**src/rtl/branch_pkg.sv**
```systemverilog
// Shared types and default widths for the branch resolution stage.
package branch_pkg;

  localparam int DEF_WIDTH     = 16;
  localparam int DEF_PC_WIDTH  = 16;
  localparam int DEF_OFF_WIDTH = 8;
  localparam int DEF_CNT_WIDTH = 16;

  typedef enum logic [2:0] {
    COND_LT     = 3'b000,
    COND_GT     = 3'b001,
    COND_EQ     = 3'b010,
    COND_NE     = 3'b011,
    COND_LE     = 3'b100,
    COND_GE     = 3'b101,
    COND_ALWAYS = 3'b110,
    COND_NEVER  = 3'b111
  } cond_t;

endpackage

```
**src/rtl/branch_resolve_unit_if.sv**
```systemverilog
// Request/result handshake bundle between decode, branch resolution and PC select.
interface branch_resolve_unit_if #(
  parameter int WIDTH     = 16,
  parameter int PC_WIDTH  = 16,
  parameter int OFF_WIDTH = 8
);
  logic                 in_valid;
  logic                 in_ready;
  logic [2:0]           cond;
  logic                 is_signed;
  logic [WIDTH-1:0]     op1;
  logic [WIDTH-1:0]     r15;
  logic [PC_WIDTH-1:0]  pc;
  logic [OFF_WIDTH-1:0] offset;
  logic                 flush;
  logic                 out_valid;
  logic                 out_ready;
  logic                 taken;
  logic [PC_WIDTH-1:0]  target;

  modport slave (
    input  in_valid, cond, is_signed, op1, r15, pc, offset, flush, out_ready,
    output in_ready, out_valid, taken, target
  );

  modport master (
    output in_valid, cond, is_signed, op1, r15, pc, offset, flush, out_ready,
    input  in_ready, out_valid, taken, target
  );
endinterface

```
**src/rtl/branch_cmp.sv**
```systemverilog
// Combinational condition evaluator: signed or unsigned compare of op1 against r15.
module branch_cmp
  import branch_pkg::*;
#(
  parameter int WIDTH = DEF_WIDTH
) (
  input  cond_t            cond,
  input  logic             is_signed,
  input  logic [WIDTH-1:0] op1,
  input  logic [WIDTH-1:0] r15,
  output logic             taken
);

  logic lt;
  logic eq;

  // Every condition is derived from a single less-than and a single equality.
  always_comb begin
    eq = (op1 == r15);
    if (is_signed) lt = ($signed(op1) < $signed(r15));
    else           lt = (op1 < r15);
    taken = 1'b0;
    case (cond)
      COND_LT:     taken = lt;
      COND_GT:     taken = !lt && !eq;
      COND_EQ:     taken = eq;
      COND_NE:     taken = !eq;
      COND_LE:     taken = lt || eq;
      COND_GE:     taken = !lt;
      COND_ALWAYS: taken = 1'b1;
      COND_NEVER:  taken = 1'b0;
      default:     taken = 1'b0;
    endcase
  end

endmodule

```
**src/rtl/branch_resolve_unit.sv**
```systemverilog
// Registered branch resolution stage with valid/ready output and flush.
// Optional taken/not-taken statistics counters are enabled by defining BRANCH_STATS_EN.
module branch_resolve_unit
  import branch_pkg::*;
#(
  parameter int WIDTH     = DEF_WIDTH,
  parameter int PC_WIDTH  = DEF_PC_WIDTH,
  parameter int OFF_WIDTH = DEF_OFF_WIDTH
`ifdef BRANCH_STATS_EN
  ,
  parameter int CNT_WIDTH = DEF_CNT_WIDTH
`endif
) (
  input logic clk,
  input logic rst,
  branch_resolve_unit_if.slave bus
`ifdef BRANCH_STATS_EN
  ,
  output logic [CNT_WIDTH-1:0] stat_taken,
  output logic [CNT_WIDTH-1:0] stat_not_taken
`endif
);

  logic                 cmp_taken;
  logic                 accept;
  logic                 in_ready_c;
  logic [OFF_WIDTH-1:0] off_raw;
  logic [PC_WIDTH-1:0]  off_ext;
  logic [PC_WIDTH-1:0]  target_next;

  logic                 out_valid_q;
  logic                 taken_q;
  logic [PC_WIDTH-1:0]  target_q;

  branch_cmp #(.WIDTH(WIDTH)) u_cmp (
    .cond      (cond_t'(bus.cond)),
    .is_signed (bus.is_signed),
    .op1       (bus.op1),
    .r15       (bus.r15),
    .taken     (cmp_taken)
  );

  // Target arithmetic wraps modulo 2^PC_WIDTH by construction.
  always_comb begin
    in_ready_c  = !bus.flush && (!out_valid_q || bus.out_ready);
    accept      = bus.in_valid && in_ready_c;
    off_raw     = bus.offset;
    off_ext     = PC_WIDTH'($signed(off_raw));
    target_next = cmp_taken ? (bus.pc + off_ext) : (bus.pc + PC_WIDTH'(1));
  end

  // Flush wins over accept and drain; taken/target simply keep stale values.
  always_ff @(posedge clk) begin
    if (rst) begin
      out_valid_q <= 1'b0;
      taken_q     <= 1'b0;
      target_q    <= '0;
    end else if (bus.flush) begin
      out_valid_q <= 1'b0;
    end else if (accept) begin
      out_valid_q <= 1'b1;
      taken_q     <= cmp_taken;
      target_q    <= target_next;
    end else if (bus.out_ready) begin
      out_valid_q <= 1'b0;
    end
  end

  assign bus.in_ready  = in_ready_c;
  assign bus.out_valid = out_valid_q;
  assign bus.taken     = taken_q;
  assign bus.target    = target_q;

`ifdef BRANCH_STATS_EN
  // Counted at accept time, so results flushed later are still included.
  always_ff @(posedge clk) begin
    if (rst) begin
      stat_taken     <= '0;
      stat_not_taken <= '0;
    end else if (accept) begin
      if (cmp_taken) begin
        if (stat_taken != '1) stat_taken <= stat_taken + CNT_WIDTH'(1);
      end else begin
        if (stat_not_taken != '1) stat_not_taken <= stat_not_taken + CNT_WIDTH'(1);
      end
    end
  end
`endif

endmodule

```
**src/flat_wrapper.sv**
```systemverilog
// flat-port wrapper written by rule: the top's interface ports become plain ports
module branch_resolve_unit_flat import branch_pkg::*;
#(
  parameter int WIDTH     = DEF_WIDTH,
  parameter int PC_WIDTH  = DEF_PC_WIDTH,
  parameter int OFF_WIDTH = DEF_OFF_WIDTH

)
  (clk, rst, bus_in_valid, bus_cond, bus_is_signed, bus_op1, bus_r15, bus_pc, bus_offset, bus_flush, bus_out_ready, bus_in_ready, bus_out_valid, bus_taken, bus_target);
  branch_resolve_unit_if #(.WIDTH(WIDTH), .PC_WIDTH(PC_WIDTH), .OFF_WIDTH(OFF_WIDTH)) bus_i ();
  input logic clk;
  input logic rst;
  input wire logic [$bits(bus_i.in_valid)-1:0] bus_in_valid;
  input wire logic [$bits(bus_i.cond)-1:0] bus_cond;
  input wire logic [$bits(bus_i.is_signed)-1:0] bus_is_signed;
  input wire logic [$bits(bus_i.op1)-1:0] bus_op1;
  input wire logic [$bits(bus_i.r15)-1:0] bus_r15;
  input wire logic [$bits(bus_i.pc)-1:0] bus_pc;
  input wire logic [$bits(bus_i.offset)-1:0] bus_offset;
  input wire logic [$bits(bus_i.flush)-1:0] bus_flush;
  input wire logic [$bits(bus_i.out_ready)-1:0] bus_out_ready;
  output wire logic [$bits(bus_i.in_ready)-1:0] bus_in_ready;
  output wire logic [$bits(bus_i.out_valid)-1:0] bus_out_valid;
  output wire logic [$bits(bus_i.taken)-1:0] bus_taken;
  output wire logic [$bits(bus_i.target)-1:0] bus_target;
  assign bus_i.in_valid = bus_in_valid;
  assign bus_i.cond = bus_cond;
  assign bus_i.is_signed = bus_is_signed;
  assign bus_i.op1 = bus_op1;
  assign bus_i.r15 = bus_r15;
  assign bus_i.pc = bus_pc;
  assign bus_i.offset = bus_offset;
  assign bus_i.flush = bus_flush;
  assign bus_i.out_ready = bus_out_ready;
  assign bus_in_ready = bus_i.in_ready;
  assign bus_out_valid = bus_i.out_valid;
  assign bus_taken = bus_i.taken;
  assign bus_target = bus_i.target;
  branch_resolve_unit #(.WIDTH(WIDTH), .PC_WIDTH(PC_WIDTH), .OFF_WIDTH(OFF_WIDTH)) u_core (.clk(clk), .rst(rst), .bus(bus_i));
endmodule
```
**config.mk**
```make
export PLATFORM = sky130hd
export DESIGN_NAME = branch_resolve_unit_flat
export DESIGN_NICKNAME = d
export VERILOG_FILES = /design/src/rtl/branch_pkg.sv /design/src/rtl/branch_resolve_unit_if.sv /design/src/rtl/branch_cmp.sv /design/src/rtl/branch_resolve_unit.sv /design/src/flat_wrapper.sv
export SDC_FILE = /design/constraint.sdc
export NUM_CORES = 1
export LEC_CHECK = 0
export BUFFER_PORTS_ARGS = -buffer_cell sky130_fd_sc_hd__buf_2
export CORE_MARGIN = 8
export CORE_UTILIZATION = 52
export DETAILED_ROUTE_END_ITERATION = 16
export PLACE_DENSITY = 0.93
export SYNTH_ARGS = -nofsm -noshare
export SYNTH_HDL_FRONTEND = slang
export SYNTH_SLANG_ARGS = --single-unit
export TNS_END_PERCENT = 1
```
**constraint.sdc**
```tcl
create_clock -name clk -period 8.8 [get_ports clk]
set_input_delay 1.32 -clock clk [delete_from_list [all_inputs] [get_ports clk]]
set_output_delay 1.32 -clock clk [all_outputs]
set_load 0.01 [all_outputs]
```
; ---- After elaboration in Yosys (flattened, before gate mapping)
; Index checks and enable logic that the tools add are counted.
[op_classes]
add_sub_neg = 2
n_lt_le_gt_ge = 2
n_eq_ne = 8
mux = 5
bitwise = 1
n_reduce_logical = 13
[op_table]
columns = operator, n
row1 = $lt 16x16->1, 2
row2 = $add 16x1->16 const B, 1
row3 = $add 16x16->16, 1
row4 = $eq 16x16->1, 1
row5 = $mux 16, 1
row6 = $eq 3x3->1 const B, 4
row7 = $pmux 1 s8, 1
row8 = $eq 3x2->1 const B, 2
row9 = $logic_not 1->1, 4
row10 = $eq 3x1->1 const B, 1
row11 = $logic_and 1x1->1, 3
row12 = $logic_not 3->1, 1
row13 = $mux 1, 3
row14 = $logic_or 1x1->1, 2
row15 = $reduce_and 2->1, 1
row16 = $reduce_bool 2->1, 1
row17 = $reduce_or 2->1, 1
row18 = $not 1->1, 1
[totals]
reg_bits = 18
out_inout_bits = 19
word_cells = 34

; ---- Logic depth before layout (Yosys ltp)
; Gate-level depths: netlist (run 1).
[logic_depth]
depth_word = 6
depth_mapped = 22
mapped_depth_nobuf = 22

; ---- By module
; From an unflattened synthesis (run 1), not the netlist that was laid out.
[unflattened]
cells_unflattened = 265
area_unflattened_um2 = 2011.9
[modules_own_cells]
columns = module, instances, cells_per_inst, area_per_inst_um2, seq_area_each_um2
row1 = branch_resolve_unit, 1, 193, 1476.4, 360.3
row2 = branch_cmp, 1, 72, 535.5, 0.0

; ---- Worst setup path before layout (run 1)
; No wires, ideal clock.
[synth_path]
path_type = input-to-reg
start = input bus_r15[15]
end = register u_core.target_q[15], in the netlist u_core.bus.target[15]
setup_ns = 0.088
t_arrival_ns = 5.269
required_time_ns = 8.712
path_slack_ns = 3.443
path_stages = 21
cell_sequence = inv_1 -> ha_1 -> and4_2 -> a21oi_1 -> nand4_1 -> nor3_2 -> nor3_4 -> a22o_2 -> a211oi_1 -> nand2_1 -> inv_1 -> ha_1 -> a211oi_1 -> o21a_1 -> o21ai_0 -> a41oi_1 -> o21bai_1 -> a21o_1 -> a31o_2 -> a21o_1 -> a311oi_2
[synth_between]
elab_chain_len = 6
[synth_lines]
columns = item, line
row1 = from (decl), flat_wrapper.sv:17  ; input wire logic [$bits(bus_i.r15)-1:0] bus_r15;
row2 = "$lt 16x16->1, on equally long branches", "branch_cmp.sv:21, branch_cmp.sv:20"
row3 = $mux 1, branch_cmp.sv:20  ; if (is_signed) lt = ($signed(op1) < $signed(r15));
row4 = $logic_not 1->1, "branch_cmp.sv:25, branch_cmp.sv:29"
row5 = $logic_and 1x1->1, branch_cmp.sv:25  ; COND_GT: taken = !lt && !eq;
row6 = $pmux 1 s8 (*), branch_cmp.sv:23  ; case (cond)
row7 = $mux 16 (*), branch_resolve_unit.sv:49  ; target_next = cmp_taken ? (bus.pc + off_ext) : (bus.pc + PC_WIDTH'(1));
row8 = to (signal assigned), branch_resolve_unit.sv:63  ; target_q <= target_next;
row9 = to (decl), branch_resolve_unit.sv:33  ; logic [PC_WIDTH-1:0] target_q;
; Every way passes the cells marked *; elsewhere a longest branch is shown, timed or not.
; A chain may end at the register's enable or synchronous reset.

; ---- Final worst setup path (run 1)
; Same ends and word-level chain as after synthesis.

==> results of run 1 <==
-- placed cells by master (no fill, tap or decap), types with 2 or more instances in the layout --
cell	synthesis	routed
nor3_1	10	10
a31oi_1	2	2
and2_1	6	6
nand4_1	3	3
xnor2_1	6	6
mux2i_1	2	2
a21o_1	9	9
or2b_2	2	2
nand3b_1	2	2
nand3_1	6	6
clkbuf_8	0	4
inv_1	24	24
and3_1	3	3
or3_1	2	2
o21bai_1	3	3
nor2_1	11	11
nand2_1	24	24
a211oi_1	4	4
dfxtp_1	18	18
ha_1	31	31
xor2_1	3	3
nor2b_1	5	5
o211ai_1	3	3
nand4b_1	2	2
buf_2	1	83
o21ai_0	6	6
a21oi_1	27	27
-- kinds of logic after synthesis --
| kind of cell | share of synthesized area |
|---|---|
| xor gates and xnor gates | 0.0408 |
| adders and majority gates | 0.211 |
| and+or+nand+nor | 0.267 |
| muxes | 0.0104 |
| AOI/OAI and AO/OA | 0.220 |
| buffers and inverters | 0.0648 |
| DFF | 0.187 |
-- through the flow --
step                      std cells  cell area (um2)  utilization
final                           370             2430        0.673
after global routing            370             2430        0.673
after CTS                       370             2430        0.673
after detailed placement        366             2370        0.658
after global placement          366             2370        0.658
after floorplan                 241             1930            -
-- power by group --
group,switching [W],internal (W)
Combinational,0.0000730,0.0000626
Clock,0.0000277,0.0000398
Sequential,0.00000341,0.0000884
-- worst min-delay path, stage by stage (launching register included) --
cell and delay, ns:
dfxtp_1 0.31, nand2_1 0.05, a21oi_1 0.05
-- cell type report --
cell class                 instances  area share
clock buffer                       4      0.0227
sequential                        18       0.148
timing repair buffer              83       0.171
tap                               48      0.0247
inverter                          24      0.0371
multi-input combinational        193       0.596
-- sequential cells by signal (all words and copies together), names as in the netlist --
name / count
u_core.bus.out_valid: 1
u_core.bus.target: 16
u_core.bus.taken: 1
-- per-layer routing --
| metal | up-vias | share of wire | global-route usage |
|---|---|---|---|
| met4 | 0 | 0.017 | 0.0577 |
| met1 | 878 | 0.39 | 0.164 |
| met3 | 11 | 0.089 | 0.0559 |
| li1 | 1026 | - | - |
| met5 | - | 0 | 0 |
| met2 | 67 | 0.51 | 0.301 |
-- how the worst min path moves through the flow --
| stage | start | endpoint | slack (ns) | cells after the start |
|---|---|---|---|---|
| after floorplan | u_core.bus.target[3]$_SDFFE_PP0P_ | u_core.bus.target[3]$_SDFFE_PP0P_ | 0.48 | 2 |
| after global placement | u_core.bus.target[8]$_SDFFE_PP0P_ | u_core.bus.target[8]$_SDFFE_PP0P_ | 0.44 | 2 |
| after detailed placement | u_core.bus.target[12]$_SDFFE_PP0P_ | u_core.bus.target[12]$_SDFFE_PP0P_ | 0.44 | 2 |
| after CTS | u_core.bus.target[12]$_SDFFE_PP0P_ | u_core.bus.target[12]$_SDFFE_PP0P_ | 0.45 | 2 |
| after global routing | u_core.bus.target[13]$_SDFFE_PP0P_ | u_core.bus.target[13]$_SDFFE_PP0P_ | 0.47 | 2 |
| final | u_core.bus.target[12]$_SDFFE_PP0P_ | u_core.bus.target[12]$_SDFFE_PP0P_ | 0.45 | 2 |
==> run_results.csv, run 1 <==
group,metric,value,unit
route,vias_per_cell,5.36,
worst_setup_path,crit_start,"bus_r15[15]",
worst_setup_path,crit_chain,"buf_2 > inv_1 > ha_1 > and4_2 > a21oi_1 > nand4_1 > nor3_2 > nor3_4 > a22o_2 > a211oi_1 > nand2_1 > inv_1 > ha_1 > a211oi_1 > o21a_1 > o21ai_0 > a41oi_1 > o21bai_1 > a21o_1 > a31o_2 > a21o_1 > a311oi_2",
logic_synthesis,async_flop_share,0,
logic_synthesis,syn_area_per_cell,8.02,um2
worst_setup_path,crit_type,"input port to register",
worst_setup_path,r2r_start,"u_core.bus.out_valid$_SDFFE_PP0P_",
clock_tree,h-tree-depth,1,
worst_setup_path,worst_path_max_delay_cell,"a211oi_1",
floorplanning,core-area,0.00361,mm2
logic_synthesis,synth_nets,338,
placed_design,dp_hpwl,4210,um
timing,finalHoldViolCount,0,
clock_tree,hold_buffers,0,
logic_synthesis,synthFlopType,"dfxtp_1",
floorplanning,row_count,22,
grt,grt_pass1_wl,8410,um
floorplanning,initial_core_util,0.536,
worst_setup_path,r2r_cells,5,
timing,slew_viol_final,0,
timing,layout_setup_ws,2.97,ns
run_status,status,"finished clean",
timing,finalSetupViolations,0,
timing,fin_crit,5.83,ns
route,drt-total-wl,5000,um
grt,grt_max_degree,23,
route,firstDrtPassIters,4,
timing,clock.fmax,0.171,GHz
power,peakVddDrop,0.0516,mV
worst_setup_path,critPathRequiredTime,8.97,ns
route,ant_nets,0,
clock_tree,cts_buffers,3,
worst_setup_path,rrSetupSlack,7.15,ns
worst_setup_path,critPathTopFamily,"compound AO/OA/AOI/OAI gates",
finish,diodes,0,
placed_design,pre_cts_ws,2.69,ns
worst_hold_path,hold_class,"register to register",
clock_tree,cts-root-buf,"clkbuf_8",
logic_synthesis,syn_inst,241,
power,powerDensity,121,mW/mm2
floorplanning,die_width,77.0,um
timing,period_share,0.663,
finish,area_growth,25.6,%
finish,multi_input_area,0.00145,mm2
floorplanning,die_h,77.0,um
clock_tree,post_cts_buffers,0,
clock_tree,clk_path_buf_depth,2,
clock_tree,tritoncts,"yes",
route,via_count,1982,
logic_synthesis,synth.cell_area,0.00193,mm2
logic_synthesis,synth_edf_count,0,
grt,antenna_found_initial,0,
job,max-cap-violations,0,
floorplanning,io_pins,84,
grt,grtUsageTotal,0.163,
clock_tree,worst_skew_pair.late_latency,0.25,ns
worst_setup_path,max_stage_delay,0.73,ns
worst_setup_path,cp-start-kind,"input port",
route,drc,0,
grt,grt_pass1_vias,2016,
finish,drive_above_1_share,0.320,
timing,rsz0062_at_grt,"false",
logic_synthesis,synth_top_cell_by_area,"ha_1",
clock_tree,clk_pin_slew,0.07,ns
power,p_total,0.000295,W
grt,grt.overflow.total,0,
timing,skew,0.00186,ns
logic_synthesis,yosysMostFrequentCell,"ha_1",
logic_synthesis,synth_cell_types,50,
finish,fill_cells,311,
worst_setup_path,worst-path-buf-inv,3,
placed_design,gp_congestion,0.926,
route,wl_per_cell,13.5,um
floorplanning,die_area,0.00592,mm2
finish,layout.nets,420,
worst_setup_path,cp.depth,22,
route,drt_iter0_markers,80,
worst_setup_path,crit_path_end,"u_core.bus.target[15]$_SDFFE_PP0P_",
worst_setup_path,cp-end-kind,"register",
power,p_leak,1.29,nW
worst_setup_path,arrival,6.01,ns
timing,timing.hold.ws,0.446,ns
clock_tree,cts_resized,0,
logic_synthesis,synthTopCellsByCount,"ha_1, a21oi_1, inv_1, nand2_1, dfxtp_1",
worst_setup_path,reg2reg_to,"u_core.bus.target[10]$_SDFFE_PP0P_",
timing,worst_pin_slew,0.860,ns
logic_synthesis,synth-seq-area-share,0.187,
timing,slew_headroom,0.424,
finish,layout.area.seq,360,um2
placed_design,io_buffers,83,
timing,tns,0,ns
worst_setup_path,critPathMaxFanout,8,
logic_synthesis,ys_ff_latch,18,
logic_synthesis,yosysTopAreaCellShare,0.201,
clock_tree,cts.sinks,18,
logic_synthesis,synthTopCellsByArea,"ha_1, dfxtp_1, a21oi_1",
logic_synthesis,yosys_warnings,0,
No activity file was read; power rests on OpenSTA's default activity.
==> inputs of run 2 (changes only) <==
--- a/config.mk
+++ b/config.mk
@@ -7,9 +7,9 @@
 export LEC_CHECK = 0
 export BUFFER_PORTS_ARGS = -buffer_cell sky130_fd_sc_hd__buf_2
 export CORE_MARGIN = 8
-export CORE_UTILIZATION = 52
+export CORE_UTILIZATION = 48
 export DETAILED_ROUTE_END_ITERATION = 16
-export PLACE_DENSITY = 0.93
+export PLACE_DENSITY = 0.88
 export SYNTH_ARGS = -nofsm -noshare
 export SYNTH_HDL_FRONTEND = slang
 export SYNTH_SLANG_ARGS = --single-unit
==> constraint.sdc (replaced) <==
create_clock -name clk -period 5.75 [get_ports clk]
set_input_delay 0.8625 -clock clk [delete_from_list [all_inputs] [get_ports clk]]
set_output_delay 0.8625 -clock clk [all_outputs]
set_load 0.01 [all_outputs]
==> run 2 against run 1 <==
Effect of this change:
- global-route usage down 0.40 points
- routed wire length shrank 3.3%
- die area grew 6.6%
- sequential cell count did not move
- first-iteration DRC count is 18% higher
==> run_results.csv, run 2 (synthesis gave the netlist of run 1 again) <==
group,metric,value,unit
run_status,status,"finished clean",
clock_tree,clk_path_buf_depth,2,
grt,grtUsageTotal,0.159,
timing,slew_viol_final,0,
finish,largest_reg_flops,16,
timing,finalSetupViolations,0,
floorplanning,row_count,23,
worst_hold_path,hp-start,"u_core.bus.target[9]$_SDFFE_PP0P_",
floorplanning,io_pins,84,
worst_setup_path,crit_chain,"buf_2 > inv_1 > ha_1 > nand4_4 > a2111oi_4 > nor3_2 > nor3_4 > mux2i_1 > a211oi_1 > nand2_1 > inv_1 > ha_1 > a211oi_1 > o21a_1 > o21ai_0 > a41oi_1 > o21bai_1 > a21o_1 > a31o_2 > a21o_1 > a311oi_2",
worst_setup_path,crit_start,"bus_r15[15]",
clock_tree,cts_resized,0,
power,peakVddDrop,0.0736,mV
clock_tree,cts.sinks,18,
timing,finalHoldViolCount,0,
timing,rsz0062_at_grt,"false",
placed_design,dp_hpwl,4170,um
grt,grt_pass1_vias,2055,
route,via_count,1993,
route,firstDrtPassIters,4,
timing,clock.fmax,0.196,GHz
floorplanning,core-area,0.00394,mm2
route,drt_iter0_markers,94,
floorplanning,initial_core_util,0.490,
clock_tree,cts_buffers,3,
worst_setup_path,cp-start-kind,"input port",
finish,stdcell_count,374,
worst_setup_path,crit_type,"input port to register",
finish,diodes,0,
clock_tree,cts-root-buf,"clkbuf_8",
worst_setup_path,critPathRequiredTime,5.92,ns
placed_design,dp_cells,370,
clock_tree,tritoncts,"yes",
clock_tree,h-tree-depth,1,
finish,layout.nets,422,
worst_setup_path,worst_path_max_delay_cell,"a211oi_1",
timing,skew,0.00269,ns
floorplanning,die_area,0.00631,mm2
route,vias_per_cell,5.33,
timing,tns,0,ns
worst_hold_path,hold_class,"register to register",
placed_design,io_buffers,83,
timing,worst_pin_slew,0.616,ns
finish,final_common_cell,"buf_2",
grt,grt.overflow.total,0,
placed_design,gp_congestion,0.891,
timing,fin_crit,5.11,ns
timing,slew_headroom,0.589,
route,wl_per_cell,12.9,um
clock_tree,worst_skew_pair.late_latency,0.26,ns
power,powerDensity,185,mW/mm2
finish,area_growth,26.6,%
worst_setup_path,cp-end-kind,"register",
grt,antenna_found_initial,0,
clock_tree,hold_buffers,0,
finish,drive_above_1_share,0.324,
worst_setup_path,max_stage_delay,0.50,ns
job,max-cap-violations,0,
floorplanning,die_h,79.4,um
worst_setup_path,arrival,5.27,ns
grt,grt_pass1_wl,8460,um
finish,fill_cells,340,
route,drt-total-wl,4840,um
finish,most-common-layout-cells,"buf_2, ha_1, a21oi_1",
timing,period_share,0.889,
worst_setup_path,r2r_start,"u_core.bus.out_valid$_SDFFE_PP0P_",
worst_setup_path,critPathMaxFanout,5,
floorplanning,die_width,79.4,um
grt,grt_max_degree,23,
power,p_leak,1.30,nW
route,drc,0,
route,ant_nets,0,
clock_tree,post_cts_buffers,0,
clock_tree,clk_pin_slew,0.07,ns
## run 2: critical path, delay by kind of cell
kind,cells,cell delay [ns]
AOI/OAI and AO/OA,11,2.77
adders and majority gates,2,0.61
buffers and inverters,3,0.19
muxes,1,0.16
and+or+nand+nor,4,0.67
## run 2: where the power goes
group | switching, W | internal, W
registers | 0.00000502 | 0.000135
clock network | 0.0000425 | 0.0000609
logic | 0.000110 | 0.0000978
## run 2: layout make-up
type                            instances  area, um2  area share
Multi-Input combinational cell        193       1450       0.592
Timing Repair Buffer                   85        430       0.176
Sequential cell                        18        360       0.147
Inverter                               24       90.1      0.0368
Tap cell                               50       62.6      0.0256
Clock buffer                            4       55.1      0.0225
## run 2: path summary, 6_finish.rpt
path	to	slack, ns	depth (start not counted)
setup / recovery	u_core.bus.target[15]$_SDFFE_PP0P_	0.64	21
hold / removal	u_core.bus.target[9]$_SDFFE_PP0P_	0.45	2
setup reg to reg	u_core.bus.target[10]$_SDFFE_PP0P_	4.07	5
hold reg to reg	u_core.bus.target[9]$_SDFFE_PP0P_	0.45	2
## run 2: routing by layer
layer | share of wire | wire length, um | GRT usage | vias to the layer above
met1 | 0.42 | 2030 | 0.177 | 879
met5 | 0 | 0 | 0 | -
li1 | - | - | - | 1030
met2 | 0.48 | 2330 | 0.281 | 75
met4 | 0.020 | 96 | 0.0685 | 0
met3 | 0.078 | 377 | 0.0349 | 9
## run 2: metrics by stage
stage          setup WS, ns  instance area (um2)  hold WS (ns)   util  total power (W)
4_1_cts               0.591                 2440         0.449  0.620         0.000453
2_1_floorplan         0.850                 1930         0.476      -         0.000288
6_report              0.641                 2440         0.448  0.620         0.000451
5_1_grt               0.188                 2440         0.467  0.620         0.000486
3_3_place_gp          0.606                 2390         0.437  0.606         0.000344
3_5_place_dp          0.384                 2390         0.440  0.606         0.000350
==> inputs of run 3 (changes only) <==
--- a/config.mk
+++ b/config.mk
@@ -5,12 +5,14 @@
 export SDC_FILE = /design/constraint.sdc
 export NUM_CORES = 1
 export LEC_CHECK = 0
+export ABC_CLOCK_PERIOD_IN_PS = 5750
 export BUFFER_PORTS_ARGS = -buffer_cell sky130_fd_sc_hd__buf_2
 export CORE_MARGIN = 8
-export CORE_UTILIZATION = 48
+export CORE_UTILIZATION = 49
 export DETAILED_ROUTE_END_ITERATION = 16
 export PLACE_DENSITY = 0.88
 export SYNTH_ARGS = -nofsm -noshare
 export SYNTH_HDL_FRONTEND = slang
+export SYNTH_HIERARCHICAL = 1
 export SYNTH_SLANG_ARGS = --single-unit
 export TNS_END_PERCENT = 1
==> run 3 against run 2 <==
Effect of this change:
- total power fell by 3.5%
- setup slack improved by 0.55 ns
- clock power barely moved
- die area rose by 1.6%
- sequential power barely moved
- routed wire length rose by 13%
- design area rose by 2.1%
- non-clock buffer count fell by 2
- global-route usage rose by 1.0 points
- clock skew fell by 0.00076 ns
- count of clock-buffer cells in the layout did not move
- critical endpoint is now u_core/bus.target[9]$_SDFFE_PP0P_
==> run_results.csv, run 3 <==
group,metric,value,unit
run_status,status,"finished clean",
logic_synthesis,syn_inst,265,
worst_setup_path,crit_path_end,"u_core/bus.target[9]$_SDFFE_PP0P_",
grt,grt_pass1_vias,2166,
power,pwr-share-seq,0.319,
clock_tree,cts.sinks,18,
clock_tree,h-tree-depth,1,
logic_synthesis,synth_cell_types,58,
route,via_count,2187,
logic_synthesis,synthTopCellsByArea,"dfxtp_1, ha_1, a21oi_1",
placed_design,dpl-instance-area,0.00244,mm2
worst_setup_path,arrival,4.75,ns
logic_synthesis,yosysTopAreaCellShare,0.179,
logic_synthesis,syn_area_per_cell,7.59,um2
timing,slew_headroom,0.566,
placed_design,io_buffers,83,
timing,fin_crit,4.56,ns
clock_tree,clk_pin_slew,0.07,ns
floorplanning,initial_core_util,0.507,
grt,grt_max_degree,24,
route,vias_per_cell,5.59,
timing,slew_viol_final,0,
job,max-cap-violations,0,
clock_tree,tritoncts,"yes",
worst_setup_path,r2r_start,"u_core/bus.out_valid$_SDFFE_PP0P_",
finish,area_growth,24.1,%
finish,final_common_cell,"buf_2",
clock_tree,worst_skew_pair.late_latency,0.25,ns
timing,finalSetupViolations,0,
route,firstDrtPassIters,4,
worst_setup_path,max_stage_delay,0.47,ns
power,clkPwrFrac,0.235,
finish,layout.nets,431,
floorplanning,die_h,80.1,um
logic_synthesis,synth_nets,354,
worst_hold_path,hold_class,"register to register",
finish,diodes,0,
worst_setup_path,cpMostUsedCell,"ha_1",
clock_tree,cts-root-buf,"clkbuf_8",
finish,largest_reg_flops,16,
route,drt_iter0_markers,145,
timing,worst_pin_slew,0.649,ns
timing,period_share,0.793,
clock_tree,cts_buffers,3,
logic_synthesis,synthFlopType,"dfxtp_1",
clock_tree,hold_buffers,0,
finish,drive_above_1_share,0.296,
logic_synthesis,synth_top_cell_by_area,"dfxtp_1",
worst_setup_path,reg2reg_to,"u_core/bus.target[12]$_SDFFE_PP0P_",
placed_design,gp_congestion,0.980,
timing,timing.hold.ws,0.452,ns
grt,grt_pass1_wl,9170,um
worst_setup_path,rrSetupSlack,4.03,ns
route,wl_per_cell,14.0,um
timing,rsz0062_at_grt,"false",
power,p_leak,1.25,nW
worst_setup_path,cp-end-kind,"register",
logic_synthesis,synth-seq-area-share,0.179,
logic_synthesis,ys_ff_latch,18,
worst_setup_path,worst_path_max_delay_cell,"nor3_2",
timing,clock.fmax,0.219,GHz
floorplanning,io_pins,84,
worst_setup_path,cp-start-kind,"input port",
power,peakVddDrop,0.0741,mV
worst_setup_path,critPathRequiredTime,5.95,ns
floorplanning,die_area,0.00641,mm2
logic_synthesis,yosysMostFrequentCell,"nand2_1",
logic_synthesis,synth.cell_area,0.00201,mm2
placed_design,dp_hpwl,4490,um
power,p_sw_frac,0.354,
power,power.switching,0.000154,W
worst_setup_path,critPathMaxFanout,10,
timing,tns,0,ns
power,power.internal,0.000282,W
power,powerDensity,174,mW/mm2
floorplanning,die_width,80.1,um
logic_synthesis,synthTopCellsByCount,"nand2_1, nor2_1, a21oi_1, ha_1, inv_1",
clock_tree,post_cts_buffers,0,
route,ant_nets,0,
floorplanning,core-area,0.00397,mm2
route,drc,0,
floorplanning,row_count,23,
grt,grt.overflow.total,0,
worst_setup_path,crit_type,"input port to register",
timing,finalHoldViolCount,0,
logic_synthesis,synth_edf_count,0,
route,drt-total-wl,5470,um
worst_setup_path,crit_start,"bus_op1[5]",
grt,antenna_found_initial,0,
logic_synthesis,async_flop_share,0,
logic_synthesis,yosys_warnings,6,
finish,fin_area,0.00250,mm2
worst_setup_path,r2r_cells,5,
clock_tree,clk_path_buf_depth,2,
clock_tree,cts_resized,0,
finish,most-common-layout-cells,"buf_2, nand2_1, nor2_1",
worst_setup_path,crit_chain,"buf_2 > ha_1 > a21oi_1 > o21ai_1 > a311oi_2 > nand3_2 > mux2_4 > nor3_2 > and2_1 > ha_1 > a211oi_2 > nor2_1 > o32ai_4 > mux2i_1 > or4_1 > nand3_1",
timing,skew,0.00193,ns
power,pwr-share-comb,0.446,
grt,grtUsageTotal,0.169,
## run 3: changes by cell type after synthesis, moves of 4 or more
cell	change
and4_1	+4
nor4_1	+4
clkbuf_1	+4
and3_1	+4
a21oi_1	-4
nor2_1	+13
ha_1	-8
## run 3: final cells by class
class | instances | area [um2]
inverters | 21 | 78.8
multi-input cells | 215 | 1530
well taps | 50 | 62.6
clock buffers | 4 | 55.1
fillers | 350 | 1470
repair buffers | 83 | 415
flip-flops and latches | 18 | 360
## run 3: cell families after synthesis
family / synth area share
DFF: 0.179
muxes: 0.0342
xor gates and xnor gates: 0.0392
buffers and inverters: 0.0628
and+or+nand+nor: 0.310
adders and majority gates: 0.153
AOI/OAI and AO/OA: 0.222
## run 3: stage by stage
step                utilization  total power (W)  setup WS (ns)  std cells
floorplan                     -         0.000275           1.56        265
global placement          0.615         0.000329           1.10        387
detailed placement        0.615         0.000334          0.944        387
CTS                       0.629         0.000437           1.19        391
global route              0.629         0.000468          0.889        391
finish                    0.629         0.000436           1.19        391
## run 3: critical path, delay by kind of cell
family | cells | cell delay [ns]
and+or+nand+nor | 6 | 1.53
AOI/OAI and AO/OA | 5 | 1.18
buffers and inverters | 1 | 0.10
muxes | 2 | 0.51
adders and majority gates | 2 | 0.56
## run 3: power groups by stage
stage	clock network, W	logic (W)	registers, W
global placement	0	0.000188	0.000141
global route	0.000110	0.000218	0.000140
floorplan	0	0.000129	0.000146
detailed placement	0	0.000193	0.000141
CTS	0.000104	0.000194	0.000139
finish	0.000102	0.000195	0.000139
## run 3: layer usage
metal / vias up / GRT usage / wire, um
li1: 1113 / - / -
met3: 6 / 0.0525 / 591
met4: 0 / 0.0527 / 43
met5: - / 0 / 0
met2: 102 / 0.292 / 2590
met1: 966 / 0.193 / 2250
## run 3: worst min path at each step
| stage | startpoint | to | cells past startpoint | slack (ns) |
|---|---|---|---|---|
| 2_1_floorplan | u_core/bus.target[4]$_SDFFE_PP0P_ | u_core/bus.target[4]$_SDFFE_PP0P_ | 2 | 0.48 |
| 3_3_place_gp | u_core/bus.target[7]$_SDFFE_PP0P_ | u_core/bus.target[7]$_SDFFE_PP0P_ | 2 | 0.44 |
| 3_5_place_dp | u_core/bus.target[0]$_SDFFE_PP0P_ | u_core/bus.target[0]$_SDFFE_PP0P_ | 2 | 0.44 |
| 4_1_cts | u_core/bus.target[0]$_SDFFE_PP0P_ | u_core/bus.target[0]$_SDFFE_PP0P_ | 2 | 0.45 |
| 5_1_grt | u_core/bus.target[1]$_SDFFE_PP0P_ | u_core/bus.target[1]$_SDFFE_PP0P_ | 2 | 0.47 |
| 6_report | u_core/bus.target[7]$_SDFFE_PP0P_ | u_core/bus.target[7]$_SDFFE_PP0P_ | 2 | 0.45 |
